### config.mk
export PLATFORM = sky130hd
export DESIGN_NAME = bitstream_decoder
export DESIGN_NICKNAME = d
export VERILOG_FILES = /design/src/rtl/bitstream_decoder.sv
export SDC_FILE = /design/constraint.sdc
export NUM_CORES = 1
export LEC_CHECK = 0
export BUFFER_PORTS_ARGS = -buffer_cell sky130_fd_sc_hd__clkbuf_2
export CAP_MARGIN = 20
export CORE_MARGIN = 2
export CORE_UTILIZATION = 40
export DETAILED_ROUTE_END_ITERATION = 7
export SLEW_MARGIN = 20
export SYNTH_ARGS = -nofsm -noshare
export SYNTH_HDL_FRONTEND = slang
export SYNTH_SLANG_ARGS = --single-unit
### constraint.sdc
create_clock -name clk -period 3.8 [get_ports clk]
set_input_delay 1.14 -clock clk [delete_from_list [all_inputs] [get_ports clk]]
set_output_delay 1.14 -clock clk [all_outputs]
set_load 0.02 [all_outputs]
### src/rtl/bitstream_decoder.sv
// -----------------------------------------------------------------------------
// bitstream_decoder
//
// Purpose:
//   Turns a stochastic bitstream back into a binary number. It counts the ones
//   over a window of 2^WIDTH enabled cycles and presents each window result on
//   a valid/ready handshake. A result replaced before the consumer took it sets
//   the sticky overrun flag.
//
// Configuration macro:
//   BITSTREAM_DECODER_BIPOLAR_EN
//     undefined : value = ones count, zero-extended, range 0..N
//     defined   : value = ones count - N/2, two's complement, range -N/2..+N/2
//
// Parameters:
//   WIDTH   log2 of the window length N (WIDTH >= 2)
//
// Ports:
//   clk      in   1        clock, rising edge
//   n_rst    in   1        synchronous active-low reset
//   clr      in   1        synchronous soft clear (value register keeps contents)
//   en       in   1        sample enable; x is counted only when en=1
//   x        in   1        stochastic input bit
//   value    out  WIDTH+1  decoded window result
//   valid    out  1        value holds an unconsumed result
//   ready    in   1        consumer accepts value this cycle
//   overrun  out  1        sticky: a result was overwritten before consumption
// -----------------------------------------------------------------------------
module bitstream_decoder #(
    parameter int WIDTH = 8
) (
    input  logic             clk,
    input  logic             n_rst,
    input  logic             clr,
    input  logic             en,
    input  logic             x,
    output logic [WIDTH:0]   value,
    output logic             valid,
    input  logic             ready,
    output logic             overrun
);

    // Half the window length, used as the bipolar offset.
    localparam logic [WIDTH:0] HALF_N = (WIDTH+1)'(1) << (WIDTH - 1);

    logic [WIDTH-1:0] r_wcnt;
    logic [WIDTH:0]   r_ocnt;
    logic [WIDTH:0]   r_value;
    logic             r_valid;
    logic             r_overrun;

    logic             w_win_end;
    logic             w_xfer;
    logic [WIDTH:0]   w_sum;
    logic [WIDTH:0]   w_result;

    // Convert a raw ones count into the output number format.
    function automatic logic [WIDTH:0] f_encode(input logic [WIDTH:0] cnt);
`ifdef BITSTREAM_DECODER_BIPOLAR_EN
        return cnt - HALF_N;
`else
        return cnt;
`endif
    endfunction

    // The window ends on the enabled cycle where wcnt sits at N-1 (all ones).
    assign w_win_end = en && (&r_wcnt);
    assign w_xfer    = r_valid && ready;
    // ocnt never exceeds N, so WIDTH+1 bits hold ocnt+x without wrap.
    assign w_sum     = r_ocnt + (WIDTH+1)'(x);
    assign w_result  = f_encode(w_sum);

    always_ff @(posedge clk) begin
        if (!n_rst) begin
            r_wcnt    <= '0;
            r_ocnt    <= '0;
            r_value   <= '0;
            r_valid   <= 1'b0;
            r_overrun <= 1'b0;
        end else if (clr) begin
            // Partial window discarded; the last result stays readable.
            r_wcnt    <= '0;
            r_ocnt    <= '0;
            r_valid   <= 1'b0;
            r_overrun <= 1'b0;
        end else begin
            if (w_win_end) begin
                r_wcnt  <= '0;
                r_ocnt  <= '0;
                r_value <= w_result;
                r_valid <= 1'b1;
                // Replacing a result nobody accepted loses it.
                if (r_valid && !ready) begin
                    r_overrun <= 1'b1;
                end
            end else begin
                if (en) begin
                    r_wcnt <= r_wcnt + 1'b1;
                    r_ocnt <= w_sum;
                end
                if (w_xfer) begin
                    r_valid <= 1'b0;
                end
            end
        end
    end

    assign value   = r_value;
    assign valid   = r_valid;
    assign overrun = r_overrun;

endmodule
==> run_results.csv, run 1 <==
group,metric,value,unit
global_route,grt_first_pass_wirelength,4320,um
layout,antennaDiodeCount,0,
die,coreArea,3080,um2
die,ioPinCount,17,
outcome,status,"finished clean",
drt,via_per_inst,5.55,
clock_network,clockBufferDepth,2,
clock_network,h-tree-depth,1,
layout,nNetsFinal,166,
synth,ys_ff_latch,28,
placement,placed_cells,196,
clock_network,cts_tree,"built",
worst_setup_path,startpoint,"x",
worst_setup_path,start_kind,"primary input",
drt,via_count,1110,
worst_setup_path,crit_arrival,2.52,ns
worst_setup_path,cp_max_fo,11,
drt,highest_layer,"met4",
global_route,overflow,0,
layout,drive_gt1_frac,0.186,
layout,layout_common_cells,"dfxtp_1, clkbuf_2, a21oi_1",
synth,yosys_warnings,0,
placement,portBuffers,16,
power_and_ir_drop,p_leak,0.490,nW
synth,ys_types,34,
worst_setup_path,critPathKind,"in2reg",
worst_setup_path,crit_required,4.05,ns
global_route,antenna_found_initial,0,
synth,synth_area,1310,um2
worst_setup_path,r2r-start,"r_wcnt[0]",
global_route,grt_max_degree,17,
worst_hold_path,hold_path_class,"reg2reg",
synth,avgSynthCellArea,9.21,um2
worst_hold_path,hold_depth,2,
sta,slew_headroom,0.683,
clock_network,cts_resized,0,
clock_network,insertion_delay,0.34,ns
power_and_ir_drop,peakVddDrop,0.000180,V
layout,layout_commonest_cell,"dfxtp_1",
die,die-area,3740,um2
drt,wl_met2,1160,um
sta,min_period,2.27,ns
placement,dp_hpwl,1970,um
drt,wl_met1,1380,um
placement,gp_congestion,0.759,
die,die_h,61.2,um
clock_network,cts-buffers-inserted,3,
sta,drv_slew,0,
drt,routed_wl,2680,um
sta,min_period_over_period,0.597,
synth,syn_nets,151,
layout,syn_to_final_growth,11.5,%
die,initial_core_util,0.425,
drt,wl_per_cell,13.4,um
layout,utilization,0.474,
global_route,grt_use_total,0.156,
power_and_ir_drop,p_per_area,352,nW/um2
clock_network,clock-sinks,28,
drt,ant_nets,0,
synth,syn_inst,142,
global_route,grt_pass1_vias,950,
clock_network,clkTransAtPathRegs,0.16,ns
sta,finClkSkew,0.00660,ns
drt,wl_met3,86,um
sta,rsz0062_at_grt,"no",
clock_network,cts_setup_buffers,0,
layout,final_cells,200,
power_and_ir_drop,power,0.000514,W
worst_setup_path,r2r_cells,4,
die,die_w,61.2,um
sta,fmax,0.441,GHz
drt,drtIter0Drc,66,
worst_hold_path,hp-start,"value[1]",
clock_network,cts-root-buf,"clkbuf_4",
sta,hold_viol_final,0,
run,cap_violations,0,
sta,tns,0,ns
worst_setup_path,cp-end-kind,"flop",
synth,ys_seq_area_frac,0.429,
sta,fin_ws,1.53,ns
die,rows,20,
drt,drc,0,
sta,worst_slew_pin_slew,0.475,ns
drt,dr.pass1.iters,4,
sta,setup_viol,0,
placement,post-place-ws,1.14,ns
clock_network,ctsHoldBuffers,0,
## critical path, stage by stage
cell,delay [ns]
clkbuf_2,0.08
ha_1,0.16
ha_1,0.22
nand3_2,0.21
o31a_2,0.39
o311a_1,0.32
## final cells by class
type | count | area [um2]
Sequential cell | 28 | 561
Clock buffer | 3 | 22.5
Fill cell | 320 | 1620
Clock inverter | 1 | 30.0
Tap cell | 44 | 55.1
Inverter | 5 | 18.8
Multi-Input combinational cell | 103 | 691
Timing Repair Buffer | 16 | 80.1
## layer usage
metal | track usage | vias to the layer above
met5 | 0 | -
met3 | 0.0252 | 5
met1 | 0.218 | 505
li1 | - | 574
met2 | 0.234 | 26
met4 | 0.0745 | 0
## cells by family after synthesis
group	share of synthesized area
simple gates	0.195
compound gates	0.234
flops	0.429
buf+inv	0.0431
xor+xnor	0.0469
mux	0.0230
fa+ha+maj	0.0287
## sequential cells by signal, indices dropped and copies added, names as in the netlist
name,flops
r_wcnt,8
overrun,1
r_ocnt,9
value,9
valid,1
## through the flow
| step | area, um2 | hold slack [ns] |
|---|---|---|
| after floorplan | 1310 | 0.461 |
| after global placement | 1410 | 0.458 |
| after detailed placement | 1410 | 0.472 |
| after CTS | 1460 | 0.492 |
| after global routing | 1460 | 0.516 |
| final | 1460 | 0.490 |
## power breakdown
group	total [W]	switching (W)	internal [W]
clock	0.000199	0.0000920	0.000107
sequential	0.000296	0.000000888	0.000295
combinational	0.0000190	0.0000126	0.00000640
## synthesized netlist by cell type
cell      number  area share
a211oi_1       3       0.017
a21o_1         1      0.0057
a21oi_1       13       0.050
a31o_2         4       0.027
a31oi_1        3       0.014
and4_1         2       0.013
buf_2          3       0.011
buf_4          1      0.0057
buf_6          1      0.0086
clkbuf_1       1      0.0029
clkinv_1       1      0.0029
dfxtp_1       28        0.43
ha_1           3       0.029
inv_1          4       0.011
mux2i_1        3       0.023
nand2_1        9       0.026
nand2b_1       2      0.0096
nand3_1        4       0.015
nand3_2        1      0.0077
nand4_1        6       0.029
nor2_1         7       0.020
nor3_1         5       0.019
nor4_1         1      0.0048
o21a_1         3       0.017
o21ai_0        3       0.011
o21ba_2        1      0.0077
o311a_1        4       0.031
o31a_2         1      0.0077
o31ai_1        8       0.046
or3_1          1      0.0048
or3_2          2       0.011
or4_1          6       0.034
xnor2_1        3       0.020
xor2_1         4       0.027
## final timing paths
kind / end / slack, ns
setup / recovery: value[8] / 1.53
hold / removal: value[1] / 0.49
setup reg to reg: value[6] / 2.03
hold reg to reg: value[1] / 0.49
(Power assumes the default switching activity.)
==> run 2: changes to the inputs <==
==> constraint.sdc (replaced) <==
create_clock -name clk -period 2.2 [get_ports clk]
set_input_delay 0.66 -clock clk [delete_from_list [all_inputs] [get_ports clk]]
set_output_delay 0.66 -clock clk [all_outputs]
set_load 0.02 [all_outputs]
==> run_results.csv, run 2 (synthesis gave the netlist of run 1 again) <==
group,metric,value,unit
clock_network,clkTransAtPathRegs,0.15,ns
drt,drc,0,
die,ioPinCount,17,
sta,hold_viol_final,0,
worst_setup_path,critPathSlowestCell,"or3_2",
clock_network,clock-sinks,28,
global_route,grt_max_degree,16,
power_and_ir_drop,clkPwrFrac,0.278,
drt,via_per_inst,5.54,
drt,dr.pass1.iters,4,
global_route,grt_pass1_vias,952,
layout,antennaDiodeCount,0,
drt,routed_wl,2650,um
worst_setup_path,r2r-start,"r_ocnt[0]",
power_and_ir_drop,p_int,0.000587,W
power_and_ir_drop,peakVddDrop,0.000231,V
clock_network,insertion_delay,0.33,ns
sta,worst_slew_pin_slew,0.416,ns
power_and_ir_drop,p_per_area,517,nW/um2
power_and_ir_drop,swShare,0.226,
worst_setup_path,start_kind,"primary input",
worst_hold_path,hold_path_class,"reg2reg",
sta,fin_hold_ws,0.483,ns
placement,postPlaceCellArea,1440,um2
worst_setup_path,cp-end-kind,"flop",
sta,drv_slew,0,
clock_network,cts_resized,0,
worst_setup_path,worstPathCellList,"clkbuf_2 > ha_1 > ha_1 > nand3_2 > buf_4 > or3_2 > a21oi_1",
worst_setup_path,cp_max_fo,9,
run,cap_violations,0,
worst_setup_path,crit_arrival,2.05,ns
worst_setup_path,ff2ff_setup_slack,0.48,ns
placement,gp_congestion,0.789,
drt,ant_nets,0,
layout,final_cells,204,
drt,wl_per_cell,13.0,um
worst_setup_path,r2r_end,"r_ocnt[4]",
global_route,overflow,0,
worst_setup_path,slowest_delay,0.40,ns
sta,min_period,1.78,ns
layout,layout_commonest_cell,"dfxtp_1",
drt,drtIter0Drc,44,
worst_setup_path,critPathKind,"in2reg",
die,rows,20,
sta,slew_headroom,0.722,
layout,layout_common_cells,"dfxtp_1, clkbuf_2, a21oi_1",
drt,via_count,1131,
sta,min_period_over_period,0.807,
worst_setup_path,crit_top_cell,"ha_1",
sta,finClkSkew,0.0114,ns
layout,fin_area,1470,um2
layout,syn_to_final_growth,12.1,%
placement,placed_cells,201,
global_route,antenna_found_initial,0,
power_and_ir_drop,p_comb_frac,0.048,
die,coreArea,3080,um2
die,die_h,61.2,um
worst_setup_path,startpoint,"x",
die,die-area,3740,um2
clock_network,cts-buffers-inserted,3,
global_route,grt_first_pass_wirelength,4450,um
clock_network,cts_tree,"built",
layout,drive_gt1_frac,0.206,
power_and_ir_drop,p_leak,0.500,nW
layout,nNetsFinal,171,
worst_setup_path,crit_required,2.47,ns
sta,rsz0062_at_grt,"no",
sta,tns,0,ns
placement,dp_hpwl,1930,um
layout,fillerInstances,333,
layout,utilization,0.476,
worst_setup_path,r2r_cells,6,
global_route,grt_use_total,0.159,
sta,setup_viol,0,
clock_network,cts-root-buf,"clkbuf_4",
clock_network,cts_setup_buffers,0,
worst_setup_path,crit_end,"r_ocnt[4]",
die,die_w,61.2,um
clock_network,clockBufferDepth,2,
power_and_ir_drop,p_switching,0.000171,W
clock_network,ctsHoldBuffers,0,
placement,portBuffers,16,
power_and_ir_drop,seqPwrFrac,0.674,
die,initial_core_util,0.425,
clock_network,h-tree-depth,1,
sta,fmax,0.563,GHz
outcome,status,"finished clean",
==> run 2: changes by cell type in the layout (fill, tap and decap cells not counted) <==
cell / previous run / this run
buf_4: 0 / 5
bufinv_16: 1 / 0
==> run 2: area by class of cell <==
class / count / area [um2] / share of cell area
well taps: 44 / 55.1 / 0.0376
repair buffers: 21 / 118 / 0.0803
multi-input cells: 103 / 691 / 0.471
clock buffers: 3 / 22.5 / 0.0154
flip-flops and latches: 28 / 561 / 0.383
inverters: 5 / 18.8 / 0.0128
==> run 2: how the worst min path moves through the flow <==
| stage | from | end | slack [ns] | cells after the start |
|---|---|---|---|---|
| detailed placement | value[1] | value[1] | 0.47 | 2 |
| floorplan | r_wcnt[7] | r_wcnt[7] | 0.46 | 2 |
| CTS | value[1] | value[1] | 0.49 | 2 |
| global route | value[0] | value[0] | 0.51 | 2 |
| finish | value[1] | value[1] | 0.48 | 2 |
| global placement | value[0] | value[0] | 0.46 | 2 |
==> run 2: metrics by stage <==
step           total power [W]  setup slack (ns)
6_report              0.000758             0.424
5_1_grt               0.000794             0.337
4_1_cts               0.000765             0.430
3_5_place_dp          0.000558            0.0737
3_3_place_gp          0.000558            0.0922
2_1_floorplan         0.000543             0.275
==> run 2: power groups by stage <==
| stage | combinational (W) | clock (W) | sequential [W] |
|---|---|---|---|
| global placement | 0.0000356 | 0 | 0.000522 |
| global route | 0.0000406 | 0.000242 | 0.000512 |
| floorplan | 0.0000217 | 0 | 0.000522 |
| detailed placement | 0.0000361 | 0 | 0.000522 |
| finish | 0.0000366 | 0.000210 | 0.000511 |
| CTS | 0.0000363 | 0.000217 | 0.000511 |
==> run 2: routing by layer <==
metal / wire (um) / vias up / share of wire / GRT usage
met3: 70 / 5 / 0.026 / 0.0252
met5: 0 / - / 0 / 0
met4: 47 / 0 / 0.018 / 0.0745
li1: - / 583 / - / -
met2: 1110 / 20 / 0.42 / 0.237
met1: 1420 / 523 / 0.53 / 0.225
==> run 2: critical path, delay by kind of cell <==
kind	cells	cell delay, ns
buffers and inverters	2	0.28
AO/OA/AOI/OAI	1	0.14
AND/OR/NAND/NOR	2	0.59
adder cells (fa/ha/maj)	2	0.38
==> run 3: changes to the inputs <==
==> constraint.sdc (replaced) <==
create_clock -name clk -period 1.44 [get_ports clk]
set_input_delay 0.432 -clock clk [delete_from_list [all_inputs] [get_ports clk]]
set_output_delay 0.432 -clock clk [all_outputs]
set_load 0.02 [all_outputs]
==> run_results.csv, run 3 (synthesis gave the netlist of run 1 again) <==
group,metric,value,unit
worst_setup_path,critPathKind,"reg2reg",
worst_hold_path,hold_path_class,"in2reg",
layout,fillerInstances,265,
worst_setup_path,start_kind,"flop",
clock_network,clkTransAtPathRegs,0.15,ns
sta,tns,-0.0275,ns
sta,min_period,1.47,ns
drt,dr.pass1.iters,4,
worst_setup_path,critical-path-top-delay-family,"compound AO/OA/AOI/OAI gates",
layout,syn_to_final_growth,43.8,%
sta,fmax,0.681,GHz
global_route,antenna_found_initial,0,
drt,routed_wl,3280,um
layout,final_cells,230,
clock_network,clock-sinks,28,
outcome,violations,"setup timing",
power_and_ir_drop,p_leak,0.651,nW
clock_network,insertion_delay,0.32,ns
drt,drtIter0Drc,83,
drt,wl_per_cell,14.3,um
outcome,status,"finished, violations left",
power_and_ir_drop,p_per_area,675,nW/um2
worst_setup_path,cp.depth,5,
placement,placed_cells,220,
sta,finClkSkew,0.00378,ns
global_route,grt_use_total,0.179,
placement,dp_hpwl,2150,um
clock_network,cts-root-buf,"clkbuf_4",
run,cap_violations,0,
drt,via_per_inst,5.54,
drt,drc,0,
clock_network,cts-buffers-inserted,3,
die,die_w,61.2,um
sta,drv_slew,0,
layout,utilization,0.611,
worst_setup_path,crit_required,1.67,ns
sta,fin_ws,-0.0275,ns
worst_setup_path,r2r-start,"r_ocnt[0]",
worst_hold_path,hp-start,"ready",
drt,ant_nets,0,
clock_network,h-tree-depth,1,
power_and_ir_drop,power,0.00127,W
worst_setup_path,crit_arrival,1.70,ns
global_route,grt_max_degree,16,
global_route,overflow,0,
layout,drive_gt1_frac,0.462,
sta,rsz0062_at_grt,"yes",
clock_network,clockBufferDepth,2,
die,coreArea,3080,um2
worst_setup_path,cp-end-kind,"flop",
worst_setup_path,critPathSlowestCell,"dfxtp_2",
global_route,grt_pass1_vias,1151,
worst_setup_path,r2r_cells,5,
worst_hold_path,hold_depth,3,
worst_setup_path,worst-path-buf-inv,0,
layout,layout_common_cells,"buf_4, dfxtp_1, clkbuf_2",
die,die-area,3740,um2
die,die_h,61.2,um
clock_network,cts_tree,"built",
sta,min_period_over_period,1.02,
worst_setup_path,slowest_delay,0.37,ns
sta,setup_viol,1,
die,ioPinCount,17,
placement,portBuffers,16,
placement,gp_congestion,0.832,
power_and_ir_drop,peakVddDrop,0.000307,V
worst_setup_path,startpoint,"r_ocnt[0]",
die,initial_core_util,0.425,
layout,layout_commonest_cell,"buf_4",
sta,hold_viol_final,0,
worst_setup_path,cp_max_fo,5,
worst_setup_path,worstPathCellList,"ha_4 > ha_4 > nand3_4 > o31a_2 > o311a_1",
layout,antennaDiodeCount,0,
sta,slew_headroom,0.824,
drt,via_count,1275,
die,rows,20,
global_route,grt_first_pass_wirelength,5050,um
layout,nNetsFinal,196,
sta,worst_slew_pin_slew,0.261,ns
sta,fin_hold_ws,0.377,ns
worst_setup_path,crit_top_cell,"ha_4",
[run 3: power by group]
group / internal [W] / switching, W
combinational: 0.0000519 / 0.0000500
clock: 0.000155 / 0.000231
sequential: 0.000779 / 0.00000315
[run 3: routing by layer]
metal	vias to the layer above	routed length, um	GRT usage
li1	630	-	-
met1	611	1580	0.239
met2	32	1530	0.298
met3	2	152	0.0252
met4	0	19	0.0559
met5	-	0	0
[run 3: metrics by stage]
| stage | instance area (um2) | setup WS [ns] |
|---|---|---|
| 6_report | 1880 | -0.0275 |
| 5_1_grt | 1880 | -0.0620 |
| 4_1_cts | 1700 | -0.0440 |
| 3_5_place_dp | 1640 | -0.283 |
| 3_3_place_gp | 1640 | -0.246 |
| 2_1_floorplan | 1340 | -0.0460 |
[run 3: tightest hold or removal path, delay by kind of cell]
kind                   cells  cell delay, ns
AOI/OAI and AO/OA          1            0.06
buffers and inverters      1            0.07
and+or+nand+nor            1            0.11
[run 3: path summary, 6_finish.rpt]
path	slack, ns	endpoint
worst max-delay path	-0.03	value[8]
worst min-delay path	0.38	valid
worst max register to register	-0.03	value[8]
worst min register to register	0.48	value[0]
[run 3: layout make-up]
cell class                 count  area, um2  area share
inverter                       5       18.8     0.00998
tap                           44       55.1      0.0293
multi-input combinational    104        837       0.445
sequential                    28        568       0.302
timing repair buffer          45        365       0.194
clock buffer                   4       36.3      0.0193
[run 3: what timing repair did]
item,CTS,global route
buffers inserted,0,3
hold buffers,0,0
pin swaps,0,1
resized for setup,7,24
gates cloned,0,3
endpoints found under the setup margin,21,23
